## config.mk

```make
export PLATFORM = sky130hd
export DESIGN_NAME = fir_filter_mc
export DESIGN_NICKNAME = d
export VERILOG_FILES = /design/src/rtl/fir_filter_mc.sv
export SDC_FILE = /design/constraint.sdc
export NUM_CORES = 2
export LEC_CHECK = 0
export CORE_MARGIN = 5
export CORE_UTILIZATION = 50
export CTS_BUF_LIST = sky130_fd_sc_hd__clkbuf_16
export DETAILED_ROUTE_END_ITERATION = 12
export PLACE_DENSITY = 0.7
export SETUP_SLACK_MARGIN = 0.4
export SLEW_MARGIN = 5
export SYNTH_ARGS = -nofsm -noshare
export SYNTH_HDL_FRONTEND = slang
export SYNTH_SLANG_ARGS = --single-unit
```

## constraint.sdc

```tcl
create_clock -name clk -period 158.9 [get_ports clk]
set_input_delay 31.78 -clock clk [delete_from_list [all_inputs] [get_ports clk]]
set_output_delay 31.78 -clock clk [all_outputs]
set_load 0.1 [all_outputs]
```

## src/rtl/fir_filter_mc.sv

```systemverilog
`default_nettype none
// ============================================================================
// Module      : fir_filter_mc
// Description : Multi-channel decimating FIR filter with one sequential MAC
//               per channel, four-phase req/ack on both input and output.
// Revision    : 1.0 - initial release
// ============================================================================
module fir_filter_mc #(
    parameter int NR_STAGES   = 32,
    parameter int DWIDTH      = 16,
    parameter int NR_CHANNELS = 2,
    parameter int DDWIDTH     = NR_CHANNELS * DWIDTH,
    parameter int CWIDTH      = NR_STAGES * DWIDTH,
    parameter int DECIM       = 1,
    parameter int SHIFT       = 16
) (
    input  logic               clk,
    input  logic               rst,
    output logic               in_req,
    input  logic               in_ack,
    input  logic [0:DDWIDTH-1] in_data,
    output logic               out_req,
    input  logic               out_ack,
    output logic [0:DDWIDTH-1] out_data,
    input  logic [0:CWIDTH-1]  h_in
);

    localparam int c_acc_w = 2 * DWIDTH + $clog2(NR_STAGES);
    localparam int c_tap_w = (NR_STAGES > 1) ? $clog2(NR_STAGES) : 1;
    localparam int c_ph_w  = (DECIM > 1) ? $clog2(DECIM) : 1;

    localparam logic [c_tap_w-1:0] c_tap_last = c_tap_w'(NR_STAGES - 1);
    localparam logic [c_ph_w-1:0]  c_ph_last  = c_ph_w'(DECIM - 1);

    localparam logic signed [c_acc_w-1:0] c_sat_max =
        {{(c_acc_w - DWIDTH + 1){1'b0}}, {(DWIDTH - 1){1'b1}}};
    localparam logic signed [c_acc_w-1:0] c_sat_min =
        {{(c_acc_w - DWIDTH + 1){1'b1}}, {(DWIDTH - 1){1'b0}}};

    localparam logic [2:0] c_st_req     = 3'd0;
    localparam logic [2:0] c_st_in_rel  = 3'd1;
    localparam logic [2:0] c_st_mac     = 3'd2;
    localparam logic [2:0] c_st_out     = 3'd3;
    localparam logic [2:0] c_st_out_rel = 3'd4;

    logic [2:0]               r_state;
    logic                     r_in_req;
    logic                     r_out_req;
    logic [0:DDWIDTH-1]       r_out_data;
    logic [c_tap_w-1:0]       r_tap;
    logic [c_ph_w-1:0]        r_phase;
    logic signed [DWIDTH-1:0] r_dline [NR_CHANNELS][NR_STAGES];
    logic signed [c_acc_w-1:0] r_acc  [NR_CHANNELS];

    logic signed [DWIDTH-1:0]   w_coef [NR_STAGES];
    logic signed [DWIDTH-1:0]   w_in   [NR_CHANNELS];
    logic signed [2*DWIDTH-1:0] w_prod [NR_CHANNELS];
    logic [0:DDWIDTH-1]         w_sat_word;

    assign in_req   = r_in_req;
    assign out_req  = r_out_req;
    assign out_data = r_out_data;

    for (genvar i = 0; i < NR_STAGES; i++) begin : g_coef
        assign w_coef[i] = h_in[i*DWIDTH +: DWIDTH];
    end

    for (genvar k = 0; k < NR_CHANNELS; k++) begin : g_ch
        logic signed [c_acc_w-1:0] w_shift;

        assign w_in[k]   = in_data[k*DWIDTH +: DWIDTH];
        assign w_prod[k] = (2*DWIDTH)'(r_dline[k][r_tap]) * (2*DWIDTH)'(w_coef[r_tap]);
        // Floor shift, then clamp into the signed sample range.
        assign w_shift   = r_acc[k] >>> SHIFT;
        assign w_sat_word[k*DWIDTH +: DWIDTH] =
            (w_shift > c_sat_max) ? c_sat_max[DWIDTH-1:0] :
            (w_shift < c_sat_min) ? c_sat_min[DWIDTH-1:0] :
                                    w_shift[DWIDTH-1:0];
    end

    always_ff @(posedge clk) begin
        if (rst) begin
            r_state    <= c_st_req;
            r_in_req   <= 1'b0;
            r_out_req  <= 1'b0;
            r_out_data <= '0;
            r_tap      <= '0;
            r_phase    <= '0;
            for (int k = 0; k < NR_CHANNELS; k++) begin
                r_acc[k] <= '0;
                for (int t = 0; t < NR_STAGES; t++) begin
                    r_dline[k][t] <= '0;
                end
            end
        end else begin
            case (r_state)
                c_st_req: begin
                    if (r_in_req && in_ack) begin
                        r_in_req <= 1'b0;
                        for (int k = 0; k < NR_CHANNELS; k++) begin
                            r_dline[k][0] <= w_in[k];
                            for (int t = NR_STAGES - 1; t > 0; t--) begin
                                r_dline[k][t] <= r_dline[k][t-1];
                            end
                        end
                        r_state <= c_st_in_rel;
                    end else begin
                        r_in_req <= 1'b1;
                    end
                end
                c_st_in_rel: begin
                    if (!in_ack) begin
                        if (r_phase == c_ph_last) begin
                            r_phase <= '0;
                            r_tap   <= '0;
                            for (int k = 0; k < NR_CHANNELS; k++) begin
                                r_acc[k] <= '0;
                            end
                            r_state <= c_st_mac;
                        end else begin
                            r_phase <= r_phase + c_ph_w'(1);
                            r_state <= c_st_req;
                        end
                    end
                end
                c_st_mac: begin
                    for (int k = 0; k < NR_CHANNELS; k++) begin
                        r_acc[k] <= r_acc[k] + c_acc_w'(w_prod[k]);
                    end
                    r_tap <= r_tap + c_tap_w'(1);
                    if (r_tap == c_tap_last) begin
                        r_state <= c_st_out;
                    end
                end
                c_st_out: begin
                    // First OUT cycle publishes the result; later cycles wait for ack.
                    if (!r_out_req) begin
                        r_out_req  <= 1'b1;
                        r_out_data <= w_sat_word;
                    end else if (out_ack) begin
                        r_out_req <= 1'b0;
                        r_state   <= c_st_out_rel;
                    end
                end
                c_st_out_rel: begin
                    if (!out_ack) begin
                        r_state <= c_st_req;
                    end
                end
                default: r_state <= c_st_req;
            endcase
        end
    end

endmodule
`default_nettype wire

```

# Yosys cells after proc, flatten, opt, wreduce, memory -nomap -nowiden
# Memory sizes are Yosys's and may differ from the RTL's.
# Index checks and enable logic that the tools add are counted.
# Widths: inputs -> output; s select.
op_classes:
  n_lt_le_gt_ge: 5
  eq_ne: 12
  mul: 2
  add_sub_neg: 4
  n_reduce_logical: 7
  n_bitwise: 71
  n_mux: 110
op_table:
  columns: ["operator", "count"]
  rows:
  - ["$mux 16", 74]
  - ["$bmux 16 s5", 3]
  - ["$mux 37", 4]
  - ["$add 37x32->37", 2]
  - ["$or 1x1->1", 68]
  - ["$mul 16x16->32", 2]
  - ["$gt 21x16->1 const B", 2]
  - ["$lt 21x16->1 const B", 2]
  - ["$mux 1", 18]
  - ["$mux 3", 6]
  - ["$pmux 3 s5", 1]
  - ["$ne 2x2->1 const B", 7]
  - ["$mux 5", 2]
  - ["$pmux 5 s2", 1]
  - ["$eq 3x2->1 const B", 2]
  - ["$ge 6x6->1 const B", 1]
  - ["$not 5->6", 1]
  - ["$reduce_and 6->1", 1]
  - ["$add 5x1->5 const B", 1]
  - ["$eq 5x5->1 const B", 1]
  - ["$reduce_and 2->1", 2]
  - ["$eq 3x1->1 const B", 1]
  - ["$eq 3x3->1 const B", 1]
  - ["$logic_not 3->1", 1]
  - ["6 further kinds", 7]
word_totals:
  mem_count: 2
  ram_bits: 1098
  regBits: 43
  output_inout_bits: 34
  input_bits: 548
  word_cells: 219
mem_list:
  columns: ["memory", "words", "word_bits", "read_ports", "rd_ports_with_merged_regs", "write_ports", "line_no", "text"]
  rows:
  - ["r_dline", 2, 512, 2, 0, 2, "52", "logic signed [DWIDTH-1:0] r_dline [NR_CHANNELS][NR_STAGES];"]
  - ["r_acc", 2, 37, 2, 0, 2, "53", "logic signed [c_acc_w-1:0] r_acc [NR_CHANNELS];"]

# Logic depth before layout (Yosys ltp)
logic_depth:
  ltp_word: 7
  depth_mapped: 33

# Least setup slack after synthesis
# No wires, ideal clock.
synth_path:
  kind: "input port to flip-flop"
  startpoint: "input port in_ack"
  endpoint: "memory r_dline[0][0] (netlist bit), enable pin"
  stages: 2
  setup_ns: 2.643
  path_slack_ns: 77.485
  required_time_ns: 156.257
  arrival_ns: 78.772
  path_buffers: 0
  cell_sequence: "nand3_1 > o21bai_1"
synth_rtl:
  columns: ["item", "line_no", "text"]
  rows:
  - ["start, declared", "20", "input logic in_ack,"]
  - ["end, declared", "52", null]

==> results.cfg <==
[sta]
rsz0062_at_grt = false
fin_crit_sh_pct = 25.5
finalCriticalPeriod_ps = 40540
finalSetupTns_ps = 0
clock_skew_ps = 57.0
hold_viol = 0
max_freq_mhz = 24.7
slew_violations = 0
setup_viol = 0
relSlewSlack_pct = 18.4
worstMarginPinSlew_ps = 1220

[synth]
ys_types = 76
synth_enable_flop_cells = 1098
yosysTopAreaCellShare_pct = 42.7
synth_nets = 7094
synth_mux_area_share_pct = 15.1
synthSimpleGateAreaFrac_pct = 13.0
synth_compound_area_share_pct = 1.76
synth_common_cells = edfxtp_1 (1098), and2_1 (1044), inv_1 (686)
yosysWarnings = 0
synth-main-ff-cell = edfxtp_1
synth-xor-area-share_pct = 0.715
syn-cell-area_um2 = 77100
yosysMostFrequentCell = edfxtp_1
synth_cells = 5690
synthArstFlopShare_pct = 0
synth_top_family_by_area = adder cells
ys_seq_elements = 1140
synthAdderAreaFrac_pct = 20.1
ys_top_cells_by_area = edfxtp_1 (43%), fa_1 (17%), mux4_2 (14%)
synth_area_per_cell_um2 = 13.6
yosys.area.top_type = edfxtp_1
yosysSeqAreaShare_pct = 43.8

[setup_path]
cp_common_cell = fa_1
path_class = input port to flop
crit_family = adder cells
max_stage_delay_ps = 860
critPathBufInv = 5
cp.required_ps = 159340
endpoint_kind = flop
start_kind = input port
slowest_stage = mux2i_4
path_max_fanout = 31
cp.arrival_ps = 40980

[routing]
antenna_left = 0
drt-total-wl_um = 198000
num_vias = 47000
m1WireLength_um = 85100
dr.pass1.iters = 6
drtIter0Drc = 4463
wire_per_inst_um = 23.9
drcViolationCount = 0
highest_layer = met5
wl_met3_um = 15700
routed_via_density = 5.67
wl_met2_um = 90300

[layout]
area_delta_synth_final_pct = 14.9
n_fill_cell = 12200
nets = 7535
drive_above_1_share_pct = 12.9
multi_input_area_um2 = 39200
regArea_um2 = 33800

[floorplan]
core_um2 = 154000
die_h_um = 403
io_pins = 582
start_util_pct = 50.2
rows = 144
dieArea_um2 = 162000
fp.dieW_um = 403

[place]
placement.io_buffers = 581
post-dp-hpwl_um = 143000
gp_congestion = 0.965

[cts]
postCtsSetupRepairBufs = 0
clock_sinks = 1140
cts_resized = 0
path_clk_slew_ps = 60
cts_max_level = 3
cts_buffers = 120
holdBufCountCts = 0
cts_root_buf = clkbuf_16
clock_latency_ps = 750
clockBufferDepth = 3
cts_tree = done

[global_route]
grtUsageTotal_pct = 24.4
grt-ovfl-total = 0
grt_pass1_vias = 49300
grt_start_max_net_pins = 334
antenna_found_initial = 19
grt_pass1_wl_um = 303000

[hold_path]
hp-class = flop to flop

[status]
status = finished, final reports clean

[run]
drv_cap = 0
==> routing by layer <==
layer	global-route usage, %	vias to the layer above
met5	0	-
met4	7.77	12
met3	4.78	323
met1	35.5	24400
met2	37.5	1827
li1	-	20400
==> cells by family (layout without fill, tap and decap cells) <==
kind of cell	Yosys count	in the layout
other	0	7
DFF	1140	1140
xor gates and xnor gates	60	60
muxes	539	539
adders and majority gates	856	856
AOI/OAI and AO/OA	221	221
and+or+nand+nor	1849	1849
buffers and inverters	1025	1567
==> worst min-delay path, cell delays in order (launching register included) <==
cell and delay, ps:
dfxtp_1 310, nor2_1 100, nor3_1 50
==> placed cells by master (no fill, tap or decap), types with 10 or more instances in the layout <==
| cell | netlist | layout |
|---|---|---|
| a21oi_1 | 87 | 87 |
| inv_2 | 15 | 17 |
| dfxtp_1 | 42 | 37 |
| ha_1 | 220 | 220 |
| mux2i_2 | 10 | 10 |
| xnor2_1 | 31 | 31 |
| edfxtp_1 | 1098 | 1098 |
| mux2i_4 | 10 | 16 |
| nand3_1 | 20 | 20 |
| bufinv_16 | 0 | 16 |
| buf_4 | 24 | 54 |
| a21o_1 | 19 | 19 |
| clkbuf_16 | 0 | 123 |
| inv_1 | 686 | 706 |
| nand2_1 | 236 | 236 |
| xor2_1 | 27 | 27 |
| mux2_2 | 22 | 22 |
| fa_1 | 636 | 636 |
| o21ai_0 | 41 | 41 |
| and2_1 | 1044 | 1044 |
| nor2b_1 | 55 | 55 |
| clkdlybuf4s50_1 | 0 | 580 |
| nor3_1 | 48 | 47 |
| mux2i_1 | 17 | 11 |
| nor2_1 | 363 | 361 |
| a211oi_1 | 13 | 13 |
| or2_2 | 10 | 10 |
| mux4_2 | 471 | 471 |
| clkinv_2 | 0 | 26 |
| nand2b_1 | 22 | 22 |
| clkinv_1 | 1 | 23 |
| a31oi_1 | 10 | 10 |
==> flip-flops by register name (all words and copies together), names as in the netlist <==
register,cells
in_req,1
r_tap,5
out_req,1
r_state,3
r_dline,1024
out_data,32
r_acc,74
==> metrics by stage <==
stage               hold slack, ps  util [%]  worst slack (ps)  instances  area [µm²]
global placement               480      55.0            117850       8053       84500
detailed placement             481      55.0            117720       8053       84500
finish                         492      57.7            118360       8283       88600
CTS                            494      57.6            118490       8276       88600
floorplan                      514         -             77490       5690       77100
global route                   515      57.6            118030       8277       88600
==> cell type report <==
class                           count  share of cell area [%]
Sequential cell                  1140                    38.2
Clock buffer                      123                    3.47
Clock inverter                    100                    1.10
Tap cell                         2044                    2.89
Antenna cell                        7                  0.0198
Multi-Input combinational cell   3525                    44.2
Inverter                          702                    2.97
Timing Repair Buffer              642                    7.17
==> path summary, 6_finish.rpt <==
kind,start,endpoint,slack [ps],depth (start not counted)
max,h_in[30],r_acc[0][36],118360,25
min,out_data[23],out_data[23],490,2
max reg2reg,r_tap[0],r_acc[0][35],147160,27
min reg2reg,out_data[23],out_data[23],490,2
Power is left out: the tool's default activity adds up to more than one toggle a clock period on the data nets, which glitch-free logic cannot reach.
